### config.mk
export PLATFORM = sky130hd
export DESIGN_NAME = config_bitstream_loader
export DESIGN_NICKNAME = d
export VERILOG_FILES = /design/src/rtl/config_loader_pkg.sv /design/src/rtl/config_readback_deserializer.sv /design/src/rtl/config_bitstream_loader.sv
export SDC_FILE = /design/constraint.sdc
export NUM_CORES = 1
export LEC_CHECK = 0
export CORE_MARGIN = 3
export CORE_UTILIZATION = 55
export CTS_CLUSTER_SIZE = 24
export DETAILED_ROUTE_END_ITERATION = 16
export GPL_ROUTABILITY_DRIVEN = 0
export PLACE_DENSITY = 0.88
export SLEW_MARGIN = 20
export SYNTH_ARGS = -nofsm -noshare
export SYNTH_HDL_FRONTEND = slang
export SYNTH_SLANG_ARGS = --single-unit
### constraint.sdc
create_clock -name config_clock -period 2.3 [get_ports config_clock]
set_input_delay 0.46 -clock config_clock [delete_from_list [all_inputs] [get_ports config_clock]]
set_output_delay 0.46 -clock config_clock [all_outputs]
set_load 0.01 [all_outputs]
### src/rtl/config_loader_pkg.sv
// rtl/config_loader_pkg.sv - shared types and helpers for the configuration bitstream loader
//
// Purpose: loader FSM state encoding and the counter-width helper used by the
// loader top and its readback deserializer.
// Ports: none (package).

package config_loader_pkg;

    typedef enum logic [1:0] {
        ST_IDLE = 2'd0,
        ST_LOAD = 2'd1,
        ST_DONE = 2'd2
    } loader_state_t;

    // Width of a counter that must hold every value from 0 up to max_value.
    function automatic int count_width(input int max_value);
        return (max_value < 1) ? 1 : $clog2(max_value + 1);
    endfunction

endpackage

### src/rtl/config_readback_deserializer.sv
// rtl/config_readback_deserializer.sv - packs bits leaving the config chain tail into words
//
// Purpose: collects one bit per enabled cycle LSB-first and emits a word with a
// one-cycle valid pulse after WORD_WIDTH samples. A flush emits any partial
// word zero-padded (the flush cycle's own sample is included).
// Ports:
//   clk, rst_n         clock, asynchronous active-low reset
//   sample_en          capture sample_bit at this edge
//   sample_bit         bit leaving the chain tail
//   flush              end of load; emit a partial word if one is pending
//   word_data          assembled word, first captured bit in bit 0
//   word_valid         one-cycle pulse per emitted word

module config_readback_deserializer
    import config_loader_pkg::*;
#(
    parameter int WORD_WIDTH = 8
) (
    input  logic                  clk,
    input  logic                  rst_n,
    input  logic                  sample_en,
    input  logic                  sample_bit,
    input  logic                  flush,
    output logic [WORD_WIDTH-1:0] word_data,
    output logic                  word_valid
);

    localparam int              IW       = count_width(WORD_WIDTH - 1);
    localparam logic [IW-1:0]   LAST_IDX = IW'(WORD_WIDTH - 1);

    logic [WORD_WIDTH-1:0] acc;
    logic [WORD_WIDTH-1:0] acc_next;
    logic [IW-1:0]         idx;
    logic                  emit;

    always_comb begin
        acc_next = acc;
        if (sample_en) begin
            acc_next[idx] = sample_bit;
        end
    end

    // A flush with nothing captured (and no sample this cycle) emits nothing.
    assign emit = (sample_en && (idx == LAST_IDX)) || (flush && (sample_en || (idx != '0)));

    always_ff @(posedge clk or negedge rst_n) begin
        if (!rst_n) begin
            acc        <= '0;
            idx        <= '0;
            word_data  <= '0;
            word_valid <= 1'b0;
        end else if (emit) begin
            // acc restarts from zero so a later partial word is already padded.
            word_data  <= acc_next;
            word_valid <= 1'b1;
            acc        <= '0;
            idx        <= '0;
        end else begin
            word_valid <= 1'b0;
            acc        <= acc_next;
            if (sample_en) begin
                idx <= idx + 1'b1;
            end
        end
    end

endmodule

### src/rtl/config_bitstream_loader.sv
// rtl/config_bitstream_loader.sv - serialises a configuration bitstream into the tile config chain
//
// Purpose: accepts bitstream words over valid/ready, shifts them LSB-first into
// the first tile's config register for exactly CHAIN_LENGTH enabled cycles, and
// returns the bits leaving the chain tail as readback words.
// Ports:
//   config_clock, config_nreset   clock, asynchronous active-low reset
//   start                         begin a load (IDLE or DONE only)
//   word_data/word_valid/word_ready  bitstream word handshake
//   chain_data_out, chain_enable  to first tile config_in / all tiles config_enable
//   chain_data_in                 from last tile config_out
//   busy, done                    LOAD / DONE state flags
//   readback_data, readback_valid captured tail words, one-cycle pulse each

module config_bitstream_loader
    import config_loader_pkg::*;
#(
    parameter int CHAIN_LENGTH = 12,
    parameter int WORD_WIDTH   = 8
) (
    input  logic                  config_clock,
    input  logic                  config_nreset,
    input  logic                  start,
    input  logic [WORD_WIDTH-1:0] word_data,
    input  logic                  word_valid,
    output logic                  word_ready,
    output logic                  chain_data_out,
    output logic                  chain_enable,
    input  logic                  chain_data_in,
    output logic                  busy,
    output logic                  done,
    output logic [WORD_WIDTH-1:0] readback_data,
    output logic                  readback_valid
);

    localparam int              CW        = count_width(CHAIN_LENGTH);
    localparam int              BW        = count_width(WORD_WIDTH);
    localparam int              XW        = (CW > BW) ? CW : BW;
    localparam logic [CW-1:0]   CHAIN_LEN = CW'(CHAIN_LENGTH);
    localparam logic [CW-1:0]   LAST_BIT  = CW'(CHAIN_LENGTH - 1);
    localparam logic [BW-1:0]   FULL_WORD = BW'(WORD_WIDTH);
    localparam logic [BW-1:0]   ONE_BIT   = BW'(1);

    loader_state_t         state;
    logic [CW-1:0]         bit_count;
    // Bits of the current word not yet shifted, including the one on chain_data_out.
    logic [BW-1:0]         bits_left;
    logic [WORD_WIDTH-1:0] sr;
    logic [CW-1:0]         remaining;
    logic                  handshake;
    logic                  final_bit;

    assign remaining = CHAIN_LEN - bit_count;

    // A new word can be taken when nothing is held, or when the last held bit
    // leaves at this edge, so back-to-back words shift without a gap.
    assign word_ready = (state == ST_LOAD)
                     && ((bits_left == '0) || ((bits_left == ONE_BIT) && chain_enable))
                     && (XW'(remaining) > XW'(bits_left));

    assign handshake = word_valid && word_ready;
    assign final_bit = (state == ST_LOAD) && chain_enable && (bit_count == LAST_BIT);
    assign busy      = (state == ST_LOAD);
    assign done      = (state == ST_DONE);

    always_ff @(posedge config_clock or negedge config_nreset) begin
        if (!config_nreset) begin
            state          <= ST_IDLE;
            bit_count      <= '0;
            bits_left      <= '0;
            sr             <= '0;
            chain_data_out <= 1'b0;
            chain_enable   <= 1'b0;
        end else begin
            case (state)
                ST_IDLE, ST_DONE: begin
                    if (start) begin
                        state     <= ST_LOAD;
                        bit_count <= '0;
                    end
                end
                ST_LOAD: begin
                    if (chain_enable) begin
                        bit_count <= bit_count + 1'b1;
                    end
                    if (final_bit) begin
                        // Any surplus bits of the final word are dropped here.
                        state        <= ST_DONE;
                        chain_enable <= 1'b0;
                        bits_left    <= '0;
                    end else if (handshake) begin
                        chain_data_out <= word_data[0];
                        sr             <= word_data >> 1;
                        chain_enable   <= 1'b1;
                        bits_left      <= FULL_WORD;
                    end else if (chain_enable && (bits_left > ONE_BIT)) begin
                        chain_data_out <= sr[0];
                        sr             <= sr >> 1;
                        bits_left      <= bits_left - 1'b1;
                    end else if (chain_enable) begin
                        // Word exhausted with no successor: stall, data holds.
                        chain_enable <= 1'b0;
                        bits_left    <= '0;
                    end
                end
                default: state <= ST_IDLE;
            endcase
        end
    end

    config_readback_deserializer #(
        .WORD_WIDTH(WORD_WIDTH)
    ) u_readback (
        .clk        (config_clock),
        .rst_n      (config_nreset),
        .sample_en  (chain_enable),
        .sample_bit (chain_data_in),
        .flush      (final_bit),
        .word_data  (readback_data),
        .word_valid (readback_valid)
    );

endmodule

==> metrics.md <==
| Metric | Value |
|---|---|
| Status | finished with violations |
| Failing checks | negative setup slack |
| Final-report setup violation count | 10 |
| Final setup TNS | -2.02 ns |
| Dominant synthesized flop cell | dfrtp_1 |
| Synth-to-layout area growth | 29.1% |
| Initial antenna violation count | 0 |
| Core area | 3520 um^2 |
| H-tree Lvls | 2 |
| Vias in the first global route | approximately 1600 |
| Port Buffers | 26 |
| Post-DP HPWL | 3070 um |
| Netlist cell types | 43 |
| Longest Clk Path Bufs | 2 |
| Synthesized netlist cell count | 214 |
| Wire per inst | 15.0 um |
| Initial core utilization | 60.0% |
| Syn nets | 239 |
| Final antenna-violating net count | 0 |
| Data required, critical path | 1.84 ns |
| Hold_buf cts | 0 |
| Worst skew pair latency | 0.30 ns |
| Max-slew violations | 0 |
| Synth Area per Inst | slightly below 10 um^2 |
| CTS Buf Count | 5 |
| Final period utilization | 111% |
| Routed WL | roughly 4600 um |
| CTS tree | done |
| Clk sinks | 39 |
| Total power draw | 4.02 mW |
| P_sw | between 1.5 and 2 mW |
| Max-Cap Viols | 0 |
| Peak supply drop | about 900 uV |
| Via density | 5.73 |
| Combinational power share | 58.1% |
| Clock root buffer | clkbuf_8 |
| Worst path arrival time | 2.10 ns |
| I/O pins | 27 |
| Critical Path Source Type | register |
| Post-synth EDFFs | 0 |
| Clock slew at reported path FFs | 0.08 ns |
| Slew HR | a little over two fifths |
| Post-layout min period | roughly 2.6 ns |
| PD cells | between 1000 and 1500 nW/um^2 |
| Row count | 21 |
| Gr ovfl total | 0 |
| Sequential fraction of design power | 30.1% |
| Die Area | ~4600 um^2 |
| FFs w/ async S/R, synth | 100% |
| CP max FO | 3 |
| Warnings, synthesis | 0 |
| Die Wd | about 68 um |
| Seq cells post-synth | 39 |
| R2R depth | 12 |
| Slew @ Worst Pin | 0.862 ns |
| Die Ht | approximately 70 um |
| Critical path type | register to primary output |
| Peak Freq | ~400 MHz |
| First-pass GRT wire length | 7430 um |
| Residual DRC | 0 |
| Largest net degree at the start of global routing | 40 |
| Fin Hold WS | 0.273 ns |
| Final antenna diode count | 0 |
| Final worst slack | -0.258 ns |
| Final nets | 287 |
| DRT Pass-1 Iters | 4 |
| Register area share after synthesis | about 46% |
| Share of cells above drive strength 1 | 22.8% |
| Switching part of the total | 40.6% |
| Endpoints failing hold | 0 |
| Pint | approximately 2.4 mW |
| Worst Clk Skew | 0.00359 ns |
| Worst min-delay path class | primary input to async pin |
| Netlist Area Pre-Place | ~2100 um^2 |
| GRT Total Usage | 21.9% |
| Setup crit end kind | primary output |
| Detailed-route via count | between 1500 and 2000 |
| Drt initial violations | around 110 |
| Leakage power | between 1 and 1.5 nW |
| Clk pwr share | 11.7% |
| RSZ-0062 raised after global routing | yes |
-- cell type report --
class	count	area [um^2]
clock buffers	5	68.8
clock inverters	3	25.0
fillers	240	793
inverters	11	41.3
multi-input cells	153	1090
flip-flops and latches	39	976
well taps	46	57.6
repair buffers	52	464
-- flip-flops by register name, indices dropped and copies added (netlist names) --
| register | cells |
|---|---|
| bit_count | 4 |
| state | 2 |
| u_readback.acc | 8 |
| chain_enable | 1 |
| sr | 7 |
| chain_data_out | 1 |
| bits_left | 4 |
| u_readback.word_valid | 1 |
| u_readback.word_data | 8 |
| u_readback.idx | 3 |
-- critical path: stages, from the launching register on --
cell and delay (ns):
dfrtp_1 0.42, inv_2 0.09, ha_4 0.21, ha_4 0.26
nor2b_1 0.14, o211ai_1 0.18, a2111oi_4 0.32, buf_2 0.18
-- cells in the mapped netlist, drive strengths merged, types with 3 or more instances --
cell type / count / share of area, %
xor2: 4 / 1.7
mux2i: 8 / 3.8
a211o: 7 / 2.9
dfrtp: 39 / 46
nor2: 21 / 3.7
and3: 7 / 2.5
nand4: 3 / 0.89
a21oi: 20 / 5.3
nand2: 21 / 3.7
ha: 12 / 7.1
o21ai: 7 / 1.7
buf: 10 / 3.6
o31ai: 3 / 1.1
nand3: 10 / 2.4
inv: 11 / 2.0
nor3: 7 / 1.7
-- metrics by stage --
stage                     setup slack (ns)  instance area (um^2)  util, %  cells
after floorplan                     0.0738                  2120        -    214
after global placement              -0.299                  2510     71.3    296
after detailed placement            -0.378                  2510     71.3    296
after CTS                           -0.178                  2680     76.0    307
after global routing                -0.351                  2730     77.5    309
final                               -0.258                  2730     77.5    309
-- cell families (layout without fill, tap and decap cells) --
logic type	Yosys count	count (layout)	synth area share [%]
and+or+nand+nor	80	80	19.5
AOI/OAI and AO/OA	48	48	15.6
DFF	39	39	46.2
buffers and inverters	22	71	5.74
adders and majority gates	12	12	7.10
muxes	8	8	3.79
xor gates and xnor gates	5	5	2.07
-- worst paths after layout --
| kind | start | endpoint | slack, ns |
|---|---|---|---|
| worst min-delay path | config_nreset | bit_count[0] | 0.27 |
| worst min register to register | sr[6] | sr[6] | 0.49 |
| min in group config_clock | sr[6] | sr[6] | 0.49 |
| worst max register to register | bit_count[1] | sr[2] | -0.25 |
| max in group asynchronous | config_nreset | sr[6] | 1.49 |
| worst max-delay path | bit_count[1] | word_ready | -0.26 |
-- placed cells by master, fill, tap and decap left out, drive strengths merged, types with 2 or more instances in the layout --
cell type	instances
nand2	21
mux2i	8
a21oi	20
o21ai	7
nor2	21
ha	12
o22ai	2
nor3	7
nand4	3
inv	11
nor2b	2
a22o	2
buf	28
nand2b	2
clkbuf	5
clkdlybuf4s50	24
nand3	10
a211o	7
o31ai	3
and3	7
clkinv	2
xor2	4
or3	2
dfrtp	39
-- timing repair --
action / in CTS / in global routing
setup endpoints to repair: 9 / 10
setup buffers: 3 / 3
pin swaps: 14 / 9
resized for setup: 18 / 10
-- power groups by stage --
stage | Clock [mW] | Combinational, mW | Sequential [mW]
global route | 0.507 | 2.56 | 1.25
finish | 0.471 | 2.34 | 1.21
CTS | 0.481 | 2.15 | 1.20
floorplan | 0 | 1.22 | 1.23
global placement | 0 | 1.91 | 1.19
detailed placement | 0 | 1.98 | 1.21
-- layer usage --
metal	track usage, %	routed length [um]	up-vias
li1	-	-	854
met1	29.2	2160	860
met2	34.5	2150	49
met3	4.76	231	9
met4	8.68	89	0
met5	0	0	-
(Power assumes the default switching activity.)
